File: src/rtl/cond_flag_unit_pkg.sv
// Shared constants for the condition-evaluation / flag-write unit:
// ARM condition codes, NZCV bit positions and flag-write request encodings.
package cond_flag_unit_pkg;

    // ARM condition field encodings
    localparam logic [3:0] COND_EQ = 4'h0;
    localparam logic [3:0] COND_NE = 4'h1;
    localparam logic [3:0] COND_CS = 4'h2;
    localparam logic [3:0] COND_CC = 4'h3;
    localparam logic [3:0] COND_MI = 4'h4;
    localparam logic [3:0] COND_PL = 4'h5;
    localparam logic [3:0] COND_VS = 4'h6;
    localparam logic [3:0] COND_VC = 4'h7;
    localparam logic [3:0] COND_HI = 4'h8;
    localparam logic [3:0] COND_LS = 4'h9;
    localparam logic [3:0] COND_GE = 4'hA;
    localparam logic [3:0] COND_LT = 4'hB;
    localparam logic [3:0] COND_GT = 4'hC;
    localparam logic [3:0] COND_LE = 4'hD;
    localparam logic [3:0] COND_AL = 4'hE;
    localparam logic [3:0] COND_NV = 4'hF;

    // Bit positions inside a 4-bit NZCV vector
    localparam int FLAG_N = 3;
    localparam int FLAG_Z = 2;
    localparam int FLAG_C = 1;
    localparam int FLAG_V = 0;

    // Flag-write request: [1] selects N,Z; [0] selects C,V
    localparam logic [1:0] FLAG_W_NONE = 2'b00;
    localparam logic [1:0] FLAG_W_CV   = 2'b01;
    localparam logic [1:0] FLAG_W_NZ   = 2'b10;
    localparam logic [1:0] FLAG_W_ALL  = 2'b11;

    // Expand the 2-bit write request into a per-flag enable mask {N,Z,C,V}
    function automatic logic [3:0] expand_flag_w(input logic [1:0] fw);
        return {fw[1], fw[1], fw[0], fw[0]};
    endfunction

endpackage

File: src/rtl/cond_flag_unit_cond_check.sv
// Purely combinational ARM condition-code evaluator: given a 4-bit condition
// field and an NZCV vector, reports whether the condition passes.
module cond_check
    import cond_flag_unit_pkg::*;
(
    input  logic [3:0] cond,
    input  logic [3:0] flags,
    output logic       pass
);

    logic n_f;
    logic z_f;
    logic c_f;
    logic v_f;

    assign n_f = flags[FLAG_N];
    assign z_f = flags[FLAG_Z];
    assign c_f = flags[FLAG_C];
    assign v_f = flags[FLAG_V];

    // Decode the condition field against the supplied flags
    always_comb begin
        pass = 1'b0;
        case (cond)
            COND_EQ: pass = z_f;
            COND_NE: pass = !z_f;
            COND_CS: pass = c_f;
            COND_CC: pass = !c_f;
            COND_MI: pass = n_f;
            COND_PL: pass = !n_f;
            COND_VS: pass = v_f;
            COND_VC: pass = !v_f;
            COND_HI: pass = c_f && !z_f;
            COND_LS: pass = !c_f || z_f;
            COND_GE: pass = (n_f == v_f);
            COND_LT: pass = (n_f != v_f);
            COND_GT: pass = !z_f && (n_f == v_f);
            COND_LE: pass = z_f || (n_f != v_f);
            COND_AL: pass = 1'b1;
            COND_NV: pass = 1'b1;
            default: pass = 1'b0;
        endcase
    end

endmodule

File: src/rtl/cond_flag_unit.sv
// Two-stage condition-evaluation and NZCV flag-write unit.
// Stage 1 holds the issued instruction and evaluates its condition against
// the effective flags (NZCV_Q with the pending stage-2 write forwarded per
// bit). Stage 2 holds the resulting per-bit write enable and ALU data that
// drive NZCV_REG directly.
// Optional build macro COND_PERF_CNT_EN adds executed/squashed counters;
// without it EXEC_CNT and SQUASH_CNT are tied to zero.
//
// Handshake: valid-only, no backpressure. IN_VALID marks an instruction on
// the inputs in that cycle; OUT_VALID marks the instruction held in stage 1.
// The unit never stalls, so there is no ready signal in either direction.
module cond_flag_unit
    import cond_flag_unit_pkg::*;
#(
    parameter int FLAG_WIDTH = 4,
    parameter int CNT_W      = 16
) (
    input  logic                  CLK,
    input  logic                  RST,
    input  logic                  IN_VALID,
    input  logic [3:0]            COND,
    input  logic [1:0]            FLAG_W,
    input  logic [FLAG_WIDTH-1:0] ALU_FLAGS,
    input  logic [FLAG_WIDTH-1:0] NZCV_Q,
    output logic                  OUT_VALID,
    output logic                  COND_EX,
    output logic [FLAG_WIDTH-1:0] NZCV_EN,
    output logic [FLAG_WIDTH-1:0] NZCV_D,
    output logic [CNT_W-1:0]      EXEC_CNT,
    output logic [CNT_W-1:0]      SQUASH_CNT
);

    // Stage 1 registers
    logic                  s1_valid;
    logic [3:0]            s1_cond;
    logic [1:0]            s1_flag_w;
    logic [FLAG_WIDTH-1:0] s1_alu;

    // Stage 2 registers
    logic [FLAG_WIDTH-1:0] s2_en;
    logic [FLAG_WIDTH-1:0] s2_d;

    logic [FLAG_WIDTH-1:0] eff_flags;
    logic                  cond_pass;
    logic                  cond_ex;

    // Stage 1 capture of the issued instruction
    always_ff @(posedge CLK) begin
        if (RST) begin
            s1_valid  <= 1'b0;
            s1_cond   <= 4'h0;
            s1_flag_w <= FLAG_W_NONE;
            s1_alu    <= '0;
        end else begin
            s1_valid  <= IN_VALID;
            s1_cond   <= COND;
            s1_flag_w <= FLAG_W;
            s1_alu    <= ALU_FLAGS;
        end
    end

    // Forward the pending stage-2 write bit by bit; disabled bits come from the register
    always_comb begin
        eff_flags = (s2_en & s2_d) | (~s2_en & NZCV_Q);
    end

    cond_check u_cond_check (
        .cond  (s1_cond),
        .flags (eff_flags),
        .pass  (cond_pass)
    );

    assign cond_ex = s1_valid && cond_pass;

    // Stage 2 capture: a squashed or invalid instruction produces no enables
    always_ff @(posedge CLK) begin
        if (RST) begin
            s2_en <= '0;
            s2_d  <= '0;
        end else begin
            s2_en <= expand_flag_w(s1_flag_w) & {FLAG_WIDTH{cond_ex}};
            s2_d  <= s1_alu;
        end
    end

    assign OUT_VALID = s1_valid;
    assign COND_EX   = cond_ex;
    assign NZCV_EN   = s2_en;
    assign NZCV_D    = s2_d;

`ifdef COND_PERF_CNT_EN
    localparam logic [CNT_W-1:0] CNT_ONE = {{(CNT_W-1){1'b0}}, 1'b1};

    logic [CNT_W-1:0] exec_cnt_q;
    logic [CNT_W-1:0] squash_cnt_q;

    // Count executed and squashed stage-1 instructions; both wrap naturally
    always_ff @(posedge CLK) begin
        if (RST) begin
            exec_cnt_q   <= '0;
            squash_cnt_q <= '0;
        end else if (s1_valid) begin
            if (cond_ex) begin
                exec_cnt_q <= exec_cnt_q + CNT_ONE;
            end else begin
                squash_cnt_q <= squash_cnt_q + CNT_ONE;
            end
        end
    end

    assign EXEC_CNT   = exec_cnt_q;
    assign SQUASH_CNT = squash_cnt_q;
`else
    assign EXEC_CNT   = '0;
    assign SQUASH_CNT = '0;
`endif

endmodule
File: config.mk
export PLATFORM = sky130hd
export DESIGN_NAME = cond_flag_unit
export DESIGN_NICKNAME = d
export VERILOG_FILES = /design/src/rtl/cond_flag_unit_pkg.sv /design/src/rtl/cond_flag_unit_cond_check.sv /design/src/rtl/cond_flag_unit.sv
export SDC_FILE = /design/constraint.sdc
export NUM_CORES = 1
export LEC_CHECK = 0
export CAP_MARGIN = 20
export CORE_ASPECT_RATIO = 1.75
export CORE_MARGIN = 2
export CORE_UTILIZATION = 40
export CTS_CLUSTER_SIZE = 10
export DETAILED_ROUTE_END_ITERATION = 16
export GPL_TIMING_DRIVEN = 1
export PLACE_DENSITY_LB_ADDON = 0.15
export SYNTH_ARGS = -nofsm -noshare
export SYNTH_HDL_FRONTEND = slang
export SYNTH_SLANG_ARGS = --single-unit
File: constraint.sdc
create_clock -name CLK -period 4.5 [get_ports CLK]
set_input_delay 0.9 -clock CLK [delete_from_list [all_inputs] [get_ports CLK]]
set_output_delay 0.9 -clock CLK [all_outputs]
set_load 0.03 [all_outputs]
# ---- Yosys cells after proc, flatten, opt, wreduce, memory -nomap -nowiden
# Cells that the tools add are included.
dict set report totals {
  latch_bits 0
  mem_count 0
  ff_bits 19
  ram_bits 0
  word_cells 40
  rom_bits 0
}
dict set report classes {
  n_mux 1
  order_cmp 0
  n_reduce_logical 11
  shifts 0
  bitwise 5
  n_eq_ne 17
  div_mod_pow 0
  mul 0
  addsub 0
}
# operator count
set op_table {}
lappend op_table {{== test 4 bit, second input constant} 8}
lappend op_table {{== test 4 x 3 -> 1 bit, second input constant} 4}
lappend op_table {{case mux 1 bit (15 select lines)} 1}
lappend op_table {{bitwise AND 4 bit} 3}
lappend op_table {{== test 4 x 2 -> 1 bit, second input constant} 2}
lappend op_table {{== test 4 x 1 -> 1 bit, second input constant} 1}
lappend op_table {{logical NOT 1 bit} 4}
lappend op_table {{logical NOT 4 bit} 1}
lappend op_table {{inverter 4 bit} 1}
lappend op_table {{OR 4 bit} 1}
lappend op_table {{logical AND 1 bit} 3}
lappend op_table {{logical OR 1 bit} 2}
lappend op_table {{OR reduction 2 bit} 1}
lappend op_table {{== test 1 bit} 1}
lappend op_table {{inequality test 1 bit} 1}

# ---- Logic depth before layout (Yosys ltp)
dict set report logic_depth {
  ltp_word 8
  mapped_depth 6
  ltp_nobuf 5
}

# ---- Cells and area by module
# From an unflattened synthesis, not the netlist that was laid out.
dict set report unflattened {
  hier_cells 104
  area_unflattened_um2 989.7
}
# mod cells_each area_each_um2 n_inst seq_area_each_um2
set by_module_without_submodules {}
lappend by_module_without_submodules {cond_flag_unit 75 788.3 1 340.3}
lappend by_module_without_submodules {cond_check 29 201.4 1 0.0}

# ---- Least setup slack after synthesis
# OpenSTA, ideal clock, no wires.
dict set report synth_path {
  path_type {input -> output}
  start {input NZCV_Q[0]}
  end {output COND_EX}
  stages 5
  arrival_time_ns 2.238
  setup_slack_ns 1.362
  path_buffers 0
  required_ns 3.600
  cell_sequence {mux2i_2 > xnor3_1 > o21ai_1 > a2111oi_2 > a21boi_1}
}
dict set report synth_between {
  elab_chain_len 6
  elab_cells_between_ends 9
  cone_classes {2 x eq/ne; 1 x mux; 2 x bitwise; 4 x reduce/logical}
}
# element line
set synth_lines {}
lappend synth_lines {{from (decl)} cond_flag_unit.sv:24} ;# input logic [FLAG_WIDTH-1:0] NZCV_Q,
lappend synth_lines {{bitwise AND 4 bit *} cond_flag_unit.sv:64} ;# eff_flags = (s2_en & s2_d) | (~s2_en & NZCV_Q);
lappend synth_lines {{OR 4 bit *} cond_flag_unit.sv:64}
lappend synth_lines {{inequality test 1 bit / == test 1 bit (equally long branches)} -}
lappend synth_lines {{logical OR 1 bit / logical AND 1 bit (equally long branches)} {cond_flag_unit_cond_check.sv:38, cond_flag_unit_cond_check.sv:37}}
lappend synth_lines {{case mux 1 bit (15 select lines) *} cond_flag_unit_cond_check.sv:24} ;# case (cond)
lappend synth_lines {{logical AND 1 bit *} cond_flag_unit.sv:73} ;# assign cond_ex = s1_valid && cond_pass;
lappend synth_lines {{to (decl)} cond_flag_unit.sv:26} ;# output logic COND_EX,
# Mark *: on every way between the ends. The rest lies on a longest branch, timed or not.

# ---- Worst setup path in the final report
# Same ends and word-level chain as after synthesis.

==> results by group <==
STA
  – Max-slew violations: 0
  – TNS Setup: 0 ns
  – Tcrit/Tclk final: 89.8%
  – Final Hold Fails: 0
  – Final setup viols: 0
  – Period minus WS final: slightly above 4 ns
  – Fmax: between 200 and 250 MHz
  – RSZ-0062 raised after global routing: false
  – Post-route setup slack: 0.461 ns
  – Clock Skew: 0.00153 ns

Global routing
  – First-pass GRT wire length: 2480 um
  – GRT Total Usage: between 10% and 20%
  – Initial antenna violation count: 0
  – Number of global-route vias before repair: roughly 590
  – Largest net degree at the start of global routing: 18
  – Remaining Overflow, GRT: 0

Synth
  – Seq/Total Area, Yosys: ~34%
  – Post-Synthesis Cells: 108
  – Yosys top cell by area: dfxtp_1
  – Ys async rst share: 0%
  – Post-Syn Area: 995 um2
  – Post-synth cell types: 31
  – Ys Warns: 0
  – Top cells by count, synth: 36 x buf_4, 17 x dfxtp_1, 15 x nor2b_1
  – Post-synth top area share: 34.2%
  – Synth Area per Inst: 9.21 um2
  – Most frequently used flop master after synthesis: dfxtp_1
  – EDFF count, synth: 0
  – Most common cell in the netlist: buf_4
  – Yosys reg bits: 17
  – Top post-synthesis cells by area: dfxtp_1 34%, buf_4 27%, nor2b_1 9.4%, mux2i_1 3.0%, xnor3_1 2.3%

Pwr
  – Net Sw Frac: roughly 30%
  – Power Dens Cells: 306 mW/mm2
  – VDD IR max: 0.178 mV
  – Clock power share: 29.6%
  – Sequential power share: 45.8%
  – Comb pwr share: 24.6%
  – Sw Pwr: 107 uW
  – Leakage: 0.000479 uW
  – Cell-internal power: 251 uW

CTS
  – CTS tree: done
  – Clock-pin slew on the worst setup and hold paths: 0.06 ns
  – Hold Buf Count CTS: 0
  – Clk root buf: clkbuf_8
  – CTS Buf Count: 3
  – CTS sink count: 17
  – Post-CTS Resized: 0
  – H-tree levels: 1
  – CTS Buffer Depth: 2
  – Post-CTS Setup Repair Bufs: 0
  – Clock latency on the worst-skew pair: 0.24 ns

Drt
  – WL/cell: ~9.8 um
  – Vias/cell: 4.47
  – Via count: 698
  – Remaining DRCs: 0
  – Post-Route WL: 1530 um
  – DR pass1 iterations: 4
  – DR iter-0 viols: 9
  – Antenna Nets Post-Route: 0

Setup path
  – Arr. time, crit path: 3.14 ns
  – Worst path most repeated cell: clkdlybuf4s50_1
  – CP Class: in2out
  – CP max FO: 4
  – WP buf/inv: 2
  – Crit end category: primary output
  – Max incr delay on CP: between 0.6 and 0.7 ns
  – CP required: between 3 and 4 ns
  – Critical path launch point type: primary input
  – CP top delay family: buffers and inverters
  – CP max stage cell: clkdlybuf4s50_1
  – Worst-path cell chain: clkdlybuf4s50_1 > mux2i_2 > xnor3_1 > o21ai_1 > a2111oi_2 > a21boi_1 > clkdlybuf4s50_1

Placement
  – DP Wirelength: about 1300 um
  – GP Congestion: roughly 0.74
  – Pre-CTS WS: about 0.46 ns
  – I/O Buffers: 26

Finish
  – Final net count: 149
  – Register area: 340 um2
  – Layout area overhead: 17.2%
  – Fraction of layout cells with a size suffix above 1: 4.58%
  – Fillers: 244
  – N_diodes: 0
  – Area of the multi-input gates: 478 um2

Die
  – Placeable Area: 0.00233 mm2
  – Top-level I/O count: 59
  – Full die area: 0.00292 mm2
  – Std cell rows: 23
  – Die width: ~42 um
  – Die height: approximately 70 um
  – Initial Util: 42.7%

Worst hold path
  – Hold Crit Class: reg2reg

Job
  – MaxCap Viol Count: 0

Status
  – Outcome: complete, no violations
## cell type report
class	instances	area share, %
multi-input combinational	81	41.0
sequential	17	29.2
timing repair buffer	26	22.3
clock buffer	4	3.86
tap	25	2.68
inverter	3	0.966
## registers in the layout, summed over array words and instances (netlist names)
register / count
NZCV_D: 4
NZCV_EN: 2
OUT_VALID: 1
s1_alu: 4
s1_cond: 4
s1_flag_w: 2
## placed cells by master (no fill, tap or decap)
cell / synthesis / layout
nor3b_1: 1 / 1
a32oi_1: 2 / 2
a31oi_1: 1 / 1
nand3_1: 3 / 3
o221ai_1: 1 / 1
nand3b_1: 2 / 2
mux2_2: 1 / 1
mux2i_1: 3 / 3
nand2_1: 3 / 3
a2111oi_2: 1 / 1
clkdlybuf4s50_1: 0 / 26
clkbuf_8: 0 / 3
dfxtp_1: 17 / 17
clkbuf_1: 1 / 1
nor2_1: 1 / 1
o21ai_1: 1 / 1
a21o_1: 1 / 1
inv_1: 3 / 3
a311oi_1: 1 / 1
or4_1: 1 / 1
nor2b_1: 15 / 15
conb_1: 1 / 32
a21oi_1: 3 / 3
a21boi_1: 1 / 1
or3_1: 1 / 1
mux2i_2: 1 / 1
o21ai_0: 1 / 1
nor4_1: 1 / 1
xnor3_1: 1 / 1
xor2_1: 1 / 1
o31a_1: 1 / 1
## kinds of logic (layout without fill, tap and decap cells)
kind of cell,after synthesis,count (layout),synth area share [%]
flip-flops,17,17,34.2
AO/OA/AOI/OAI,14,14,10.6
other,1,32,0.377
AND/OR/NAND/NOR,28,28,16.7
multiplexers,5,5,5.53
buffers and inverters,41,33,29.4
XOR/XNOR,2,2,3.14
## path summary, 6_finish.rpt
kind / startpoint / slack (ns) / cells after the start / end
worst max-delay path: NZCV_Q[0] / 0.46 / 7 / COND_EX
worst min-delay path: s1_alu[0] / 0.43 / 1 / NZCV_D[0]
worst max register to register: NZCV_EN[1] / 2.66 / 5 / NZCV_EN[2]
worst min register to register: s1_alu[0] / 0.43 / 1 / NZCV_D[0]
## stage by stage
step	instances	instance area (um2)	hold WS, ns	power [uW]	util (%)
floorplan	139	1110	0.414	253	-
global placement	152	1120	0.417	253	48.1
detailed placement	152	1120	0.425	254	48.1
CTS	156	1170	0.440	362	50.0
global route	156	1170	0.459	378	50.0
finish	156	1170	0.434	357	50.0
## power groups by stage
| stage | Sequential, uW | Clock (uW) | Combinational, uW |
|---|---|---|---|
| floorplan | 168 | 0 | 85.2 |
| global route | 165 | 120 | 93.6 |
| CTS | 164 | 110 | 87.7 |
| global placement | 167 | 0 | 86.3 |
| finish | 164 | 106 | 87.9 |
| detailed placement | 167 | 0 | 87.3 |
## per-layer routing
| layer | vias to the layer above | wire length (um) | GRT usage, % |
|---|---|---|---|
| met3 | 4 | 93 | 1.55 |
| li1 | 341 | - | - |
| met2 | 38 | 930 | 21.4 |
| met5 | - | 0 | 0 |
| met1 | 315 | 480 | 9.87 |
| met4 | 0 | 23 | 5.38 |
## worst register-to-register path, stage by stage (launching register included)
cell       delay (ns)
dfxtp_1          0.43
mux2i_2          0.37
xnor3_1          0.27
o21ai_1          0.07
a2111oi_2        0.45
a21oi_1          0.13
Note: power is estimated with default switching activity, not from simulation.
